`src/rtl/led_pkg.sv`:
```
// led_pkg: definitions shared by the LED row-scan controller and its frame store.
//   NUM_LINES    number of display lines driven through the 5-to-32 decoder
//   LINE_AW      width of a line address
//   scan_state_t scan FSM states
//   cnt_width()  width of a counter that must hold 0 .. max(a,b)-1 without truncation
package led_pkg;

  localparam int NUM_LINES = 32;
  localparam int LINE_AW   = 5;

  typedef enum logic [1:0] {
    IDLE    = 2'd0,
    BLANK   = 2'd1,
    DISPLAY = 2'd2
  } scan_state_t;

  // A single-cycle phase still needs a 1-bit counter.
  function automatic int cnt_width(input int a, input int b);
    int m;
    m = (a > b) ? a : b;
    return (m > 1) ? $clog2(m) : 1;
  endfunction

endpackage

```
`src/rtl/led_frame_buf.sv`:
```
// led_frame_buf: double-buffered 2 x NUM_LINES x COL_W column-pattern store.
//   clk, rst_n  clock and asynchronous active-low reset (clears both buffers)
//   front_sel   selects the buffer being displayed; the other one is the back buffer
//   wr_en       write strobe; writes always land in the back buffer
//   wr_addr     line index of the write
//   wr_data     column pattern to write
//   rd_addr     line index for the front-buffer read
//   rd_data     front-buffer pattern at rd_addr (combinational read)
module led_frame_buf
  import led_pkg::*;
#(
  parameter int COL_W = 8
) (
  input  logic               clk,
  input  logic               rst_n,
  input  logic               front_sel,
  input  logic               wr_en,
  input  logic [LINE_AW-1:0] wr_addr,
  input  logic [COL_W-1:0]   wr_data,
  input  logic [LINE_AW-1:0] rd_addr,
  output logic [COL_W-1:0]   rd_data
);

  logic [COL_W-1:0] buf0_reg [NUM_LINES];
  logic [COL_W-1:0] buf1_reg [NUM_LINES];

  // front_sel is the pre-swap value on a swap edge, so a coincident write
  // lands in the buffer that is about to become the front.
  always_ff @(posedge clk or negedge rst_n) begin
    if (!rst_n) begin
      for (int i = 0; i < NUM_LINES; i++) begin
        buf0_reg[i] <= '0;
        buf1_reg[i] <= '0;
      end
    end else if (wr_en) begin
      if (front_sel) begin
        buf0_reg[wr_addr] <= wr_data;
      end else begin
        buf1_reg[wr_addr] <= wr_data;
      end
    end
  end

  assign rd_data = front_sel ? buf1_reg[rd_addr] : buf0_reg[rd_addr];

endmodule

```
`src/rtl/led_scan_ctrl.sv`:
```
// led_scan_ctrl: row-scan controller for a 5-to-32 decoded LED display.
// Each line is blanked for BLANK_CYCLES, then lit for CLK_DIV cycles, and
// the scan walks lines 0..31 continuously while run=1.
//   clk, rst_n   clock and asynchronous active-low reset
//   run          1 = scan, 0 = stop immediately and blank
//   line_addr    decoder address (registered)
//   line_en      decoder enable (registered)
//   col_data     column pattern of line_addr, valid while line_en=1
//   frame_start  1-cycle pulse on the first lit cycle of line 0
//   wr_en/wr_addr/wr_data  host write into the back buffer
//   swap_req     pulse requesting a back/front swap
//   swap_ack     1-cycle pulse when the swap takes effect
module led_scan_ctrl
  import led_pkg::*;
#(
  parameter int CLK_DIV      = 1000,
  parameter int BLANK_CYCLES = 16,
  parameter int COL_W        = 8
) (
  input  logic               clk,
  input  logic               rst_n,
  input  logic               run,
  output logic [LINE_AW-1:0] line_addr,
  output logic               line_en,
  output logic [COL_W-1:0]   col_data,
  output logic               frame_start,
  input  logic               wr_en,
  input  logic [LINE_AW-1:0] wr_addr,
  input  logic [COL_W-1:0]   wr_data,
  input  logic               swap_req,
  output logic               swap_ack
);

  localparam int                 CNT_W      = cnt_width(CLK_DIV, BLANK_CYCLES);
  localparam logic [CNT_W-1:0]   DISP_LAST  = CNT_W'(CLK_DIV - 1);
  localparam logic [CNT_W-1:0]   BLANK_LAST = CNT_W'(BLANK_CYCLES - 1);
  localparam logic [LINE_AW-1:0] LAST_LINE  = LINE_AW'(NUM_LINES - 1);

  scan_state_t        state_reg, state_next;
  logic [CNT_W-1:0]   cnt_reg, cnt_next;
  logic [LINE_AW-1:0] line_addr_reg, line_addr_next;
  logic               line_en_reg, line_en_next;
  logic [COL_W-1:0]   col_data_reg, col_data_next;
  logic               frame_start_reg, frame_start_next;
  logic               swap_ack_reg, swap_ack_next;
  logic               front_sel_reg, front_sel_next;
  logic               swap_pending_reg, swap_pending_next;
  logic               frame_end;
  logic               do_swap;
  logic [COL_W-1:0]   front_rd_data;

  led_frame_buf #(
    .COL_W(COL_W)
  ) u_frame_buf (
    .clk      (clk),
    .rst_n    (rst_n),
    .front_sel(front_sel_reg),
    .wr_en    (wr_en),
    .wr_addr  (wr_addr),
    .wr_data  (wr_data),
    .rd_addr  (line_addr_reg),
    .rd_data  (front_rd_data)
  );

  always_ff @(posedge clk or negedge rst_n) begin
    if (!rst_n) begin
      state_reg        <= IDLE;
      cnt_reg          <= '0;
      line_addr_reg    <= '0;
      line_en_reg      <= 1'b0;
      col_data_reg     <= '0;
      frame_start_reg  <= 1'b0;
      swap_ack_reg     <= 1'b0;
      front_sel_reg    <= 1'b0;
      swap_pending_reg <= 1'b0;
    end else begin
      state_reg        <= state_next;
      cnt_reg          <= cnt_next;
      line_addr_reg    <= line_addr_next;
      line_en_reg      <= line_en_next;
      col_data_reg     <= col_data_next;
      frame_start_reg  <= frame_start_next;
      swap_ack_reg     <= swap_ack_next;
      front_sel_reg    <= front_sel_next;
      swap_pending_reg <= swap_pending_next;
    end
  end

  // Outputs are computed one edge ahead so that every port is a flop.
  always_comb begin
    state_next        = state_reg;
    cnt_next          = cnt_reg;
    line_addr_next    = line_addr_reg;
    line_en_next      = line_en_reg;
    col_data_next     = col_data_reg;
    frame_start_next  = 1'b0;
    swap_ack_next     = 1'b0;
    front_sel_next    = front_sel_reg;
    swap_pending_next = swap_pending_reg;
    frame_end         = 1'b0;

    case (state_reg)
      IDLE: begin
        cnt_next       = '0;
        line_addr_next = '0;
        line_en_next   = 1'b0;
        if (run) begin
          state_next = BLANK;
        end
      end
      BLANK: begin
        if (!run) begin
          state_next     = IDLE;
          cnt_next       = '0;
          line_addr_next = '0;
          line_en_next   = 1'b0;
          col_data_next  = '0;
        end else if (cnt_reg == BLANK_LAST) begin
          // Latch the pattern now so it is stable on the first lit cycle.
          state_next       = DISPLAY;
          cnt_next         = '0;
          line_en_next     = 1'b1;
          col_data_next    = front_rd_data;
          frame_start_next = (line_addr_reg == '0);
        end else begin
          cnt_next = cnt_reg + CNT_W'(1);
        end
      end
      DISPLAY: begin
        if (!run) begin
          state_next     = IDLE;
          cnt_next       = '0;
          line_addr_next = '0;
          line_en_next   = 1'b0;
          col_data_next  = '0;
        end else if (cnt_reg == DISP_LAST) begin
          state_next     = BLANK;
          cnt_next       = '0;
          line_en_next   = 1'b0;
          line_addr_next = line_addr_reg + LINE_AW'(1);
          frame_end      = (line_addr_reg == LAST_LINE);
        end else begin
          cnt_next = cnt_reg + CNT_W'(1);
        end
      end
      default: begin
        state_next     = IDLE;
        cnt_next       = '0;
        line_addr_next = '0;
        line_en_next   = 1'b0;
      end
    endcase

    // Swaps only happen between frames (or at once while idle), so a frame
    // never mixes patterns from both buffers. A request arriving on the swap
    // edge itself is absorbed by the swap in progress.
    do_swap = swap_pending_reg && ((state_reg == IDLE) || frame_end);
    if (do_swap) begin
      front_sel_next    = ~front_sel_reg;
      swap_pending_next = 1'b0;
      swap_ack_next     = 1'b1;
    end else if (swap_req) begin
      swap_pending_next = 1'b1;
    end
  end

  assign line_addr   = line_addr_reg;
  assign line_en     = line_en_reg;
  assign col_data    = col_data_reg;
  assign frame_start = frame_start_reg;
  assign swap_ack    = swap_ack_reg;

endmodule

```
`config.mk`:
```
export PLATFORM = sky130hd
export DESIGN_NAME = led_scan_ctrl
export DESIGN_NICKNAME = d
export VERILOG_FILES = /design/src/rtl/led_pkg.sv /design/src/rtl/led_frame_buf.sv /design/src/rtl/led_scan_ctrl.sv
export SDC_FILE = /design/constraint.sdc
export NUM_CORES = 1
export LEC_CHECK = 0
export CAP_MARGIN = 20
export CORE_MARGIN = 2
export CORE_UTILIZATION = 40
export DETAILED_ROUTE_END_ITERATION = 12
export PLACE_DENSITY = 0.68
export SLEW_MARGIN = 30
export SYNTH_ARGS = -nofsm -noshare
export SYNTH_HDL_FRONTEND = slang
export SYNTH_SLANG_ARGS = --single-unit
export TNS_END_PERCENT = 100
```
`constraint.sdc`:
```
create_clock -name clk -period 2.1 [get_ports clk]
set_clock_uncertainty 0.1 [all_clocks]
set_input_delay 0.21 -clock clk [delete_from_list [all_inputs] [get_ports clk]]
set_output_delay 0.21 -clock clk [all_outputs]
set_load 0.01 [all_outputs]
```
==> summary.md <==
| Metric | Value |
|---|---|
| Status | complete, but fails checks |
| Violated checks | negative setup slack |
| Synth Net Count | 1679 |
| HPWL after detailed placement | 41200 um |
| Initial DRC count | 1157 |
| Total number of vias | 15200 |
| Slew of the pin with the lowest slew margin | 703 ps |
| Routed WL | 62700 um |
| FF/Latch Area | 13600 sq um |
| P_int | 23.0 mW |
| Final period util | 119% |
| RSZ-0062 raised after global routing | true |
| Yosys warns | 0 |
| Core Region | 61700 sq um |
| Die height | 254 um |
| Post-Syn Instances | 1653 |
| DIE AREA | 64400 sq um |
| Clock sink total | 542 |
| Std cell rows | 91 |
| Post-Syn Area | 25000 sq um |
| Clock power frac | 32.1% |
| P_leak | 13.8 nW |
| Vias/cell | 5.53 |
| Die W | 254 um |
| CTS H-tree depth | 2 |
| Worst hold slack | 11.0 ps |
| Synth async-reset ratio | 100% |
| CP arrival | 2870 ps |
| Startpoint types | flip-flop |
| Switching share of power | 26.5% |
| Endpoints failing hold | 0 |
| Clock Latency Late Sink | 620 ps |
| Detailed-route DRC error count | 0 |
| CP Class | reg -> reg |
| Post-synth top flop | dfrtp_1 |
| Maximum fanout along the worst path | 8 |
| Fmax achieved | 401 MHz |
| Final ANT Viol Nets | 0 |
| Longest Clk Path Bufs | 3 |
| N_diodes | 0 |
| Minimum clock period | 2500 ps |
| CTS root buffer | clkbuf_16 |
| Avg WL per Cell | 22.8 um |
| Power Density | 1020 nW/um^2 |
| Switch Pwr | 8.31 mW |
| TritonCTS clock tree | done |
| Power Total | 31.3 mW |
| Final net count | 1894 |
| CTS Buf Count | 56 |
| Sequential fraction of the synthesis area | 54.3% |
| Layout cells sized above 1 | 56.2% |
| Fin. max-slew vios | 0 |
| Max-cap viol count | 0 |
| Worst-path clk slew | 70 ps |
| Area Overhead vs Synth | 23.7% |
| GR Layer Usage met2 | 32.4% |
| First-pass GRT wire length | 98900 um |
| IO Port Bufs | 33 |
| Initial antenna violation count | 0 |
| Endpoints failing setup | 8 |
| Global routing's busiest layer | met2 |
| Tot GR Track Use | 20.0% |
| 1st-pass router iterations | 6 |
| Hold Crit Class | in -> async |
| Register share of total power | 47.2% |
| Setup crit end kind | flip-flop |
| Routing usage on met3 | 3.15% |
| Number of global-route vias before repair | 16300 |
| Worst setup margin | -396 ps |
| Max transition margin | 53.0% |
| Combinational Power Share | 20.7% |
| Gp weighted congestion | 0.864 |
| Syn_area_per_cell | 15.1 sq um |
| #FFs+latches synth | 542 |
| Num ports | 34 |
| Number of synthesized flops with an enable pin | 0 |
| Unique masters post-synth | 51 |
| Required @ worst endpoint | 2480 ps |
| Initial Util | 40.5% |
| Met1 Track Usage GR | 28.0% |
| Fillers | 5149 |
| Total gr overflow | 0 |
| Largest net degree at the start of global routing | 65 |
| Worst VDD drop | 651 uV |
| Area of the multi-input gates | 11100 sq um |
[worst max-delay path, stage by stage, from the launching register on]
cell	delay [ps]
dfrtp_4	570
buf_12	160
buf_16	140
buf_12	140
buf_4	130
mux4_2	450
mux2i_4	190
mux2i_4	120
a221oi_2	240
a22oi_1	90
[cell families (layout without fill, tap and decap cells)]
kind of cell	count (synthesis)	after routing	share of synthesized area, %
xor gates and xnor gates	9	9	0.316
buffers and inverters	128	383	2.18
AOI/OAI and AO/OA	91	91	2.38
adders and majority gates	8	8	0.401
DFF	542	542	54.3
muxes	686	686	36.6
and+or+nand+nor	189	189	3.77
[per-stage QoR]
step / setup TNS, ps / cell area (sq um) / util (%) / std cells / setup WS, ps
3_5_place_dp: -81550 / 28400 / 46.0 / 2618 / -437
3_3_place_gp: -69560 / 28400 / 46.0 / 2618 / -422
4_1_cts: -2380 / 30700 / 49.7 / 2734 / -351
6_report: -2550 / 30900 / 50.0 / 2745 / -396
2_1_floorplan: -604 / 25000 / - / 1653 / -72.4
5_1_grt: -3110 / 30900 / 50.0 / 2745 / -460
[worst paths after layout]
kind | to | cells after the start | start | slack, ps
worst min-delay path | u_frame_buf.buf0_reg[113] | 2 | rst_n | 10
max in group asynchronous | cnt_reg[0] | 4 | rst_n | 1020
min in group clk | swap_pending_reg | 3 | swap_req | 60
worst max register to register | col_data[5] | 9 | line_addr[0] | -400
worst min register to register | line_en | 2 | line_en | 390
worst max-delay path | col_data[5] | 9 | line_addr[0] | -400
[power by group through the flow]
stage               Clock, mW  Sequential [mW]  Combinational [mW]
floorplan                   0             14.3                4.30
global placement            0             14.7                5.96
detailed placement          0             14.9                6.20
CTS                      10.2             14.7                6.42
global route             10.7             15.1                6.99
finish                   10.1             14.8                6.49
[layout by cell type, fill, tap and decap left out, types with 5 or more instances in the layout]
cell type and n:
o211ai_1 7, nor2_2 36, buf_12 82, buf_2 8
clkbuf_1 10, a221oi_2 6, mux2i_1 15, nand3_1 11
a211oi_1 12, clkdlybuf4s50_1 20, clkinv_2 6, and3_1 9
clkbuf_8 18, mux2_2 514, inv_1 5, buf_4 155
ha_1 6, mux2i_4 7, o21ai_0 18, mux2_1 6
dfrtp_1 535, a22oi_1 7, xnor2_1 8, dfrtp_2 5
a21oi_1 21, mux2i_2 14, clkbuf_16 57, nand2_1 71
nor2_1 29, mux4_2 130
[final cells by class]
class	instances	area share (%)
clock buffer	85	5.54
inverter	6	0.0729
timing repair buffer	279	10.6
clock inverter	13	0.486
tap	837	3.39
multi-input combinational	983	35.9
sequential	542	44.0
[synth_stat cells (all sizes together), types with 3 or more instances]
master | number | area share, %
nor2 | 65 | 1.3
nand2 | 71 | 1.1
mux4 | 130 | 12
and3 | 9 | 0.23
a22oi | 7 | 0.21
mux2i | 36 | 1.4
mux2 | 520 | 23
nor2b | 5 | 0.13
xnor2 | 8 | 0.28
dfrtp | 542 | 54
a211oi | 14 | 0.42
clkbuf | 82 | 1.2
nand3b | 3 | 0.090
ha | 8 | 0.40
buf | 40 | 0.85
inv | 5 | 0.075
and2 | 6 | 0.15
a221oi | 8 | 0.31
nand3 | 12 | 0.26
o21ai | 21 | 0.42
o211ai | 7 | 0.21
a21oi | 24 | 0.48
[repair_timing]
item	in CTS	in global routing
cloned	3	0
hold buffers	1	0
setup endpoints to repair	13	25
pin swaps	4	7
gates resized for setup	44	24
endpoints found under the hold margin	489	0
buffers inserted	14	11
[layer usage]
layer  wire (um)  share of wire (%)
met1       28500                 46
met2       30100                 48
met3        2660                4.2
met4        1410                2.2
met5           0                  0
(Power assumes the default switching activity.)
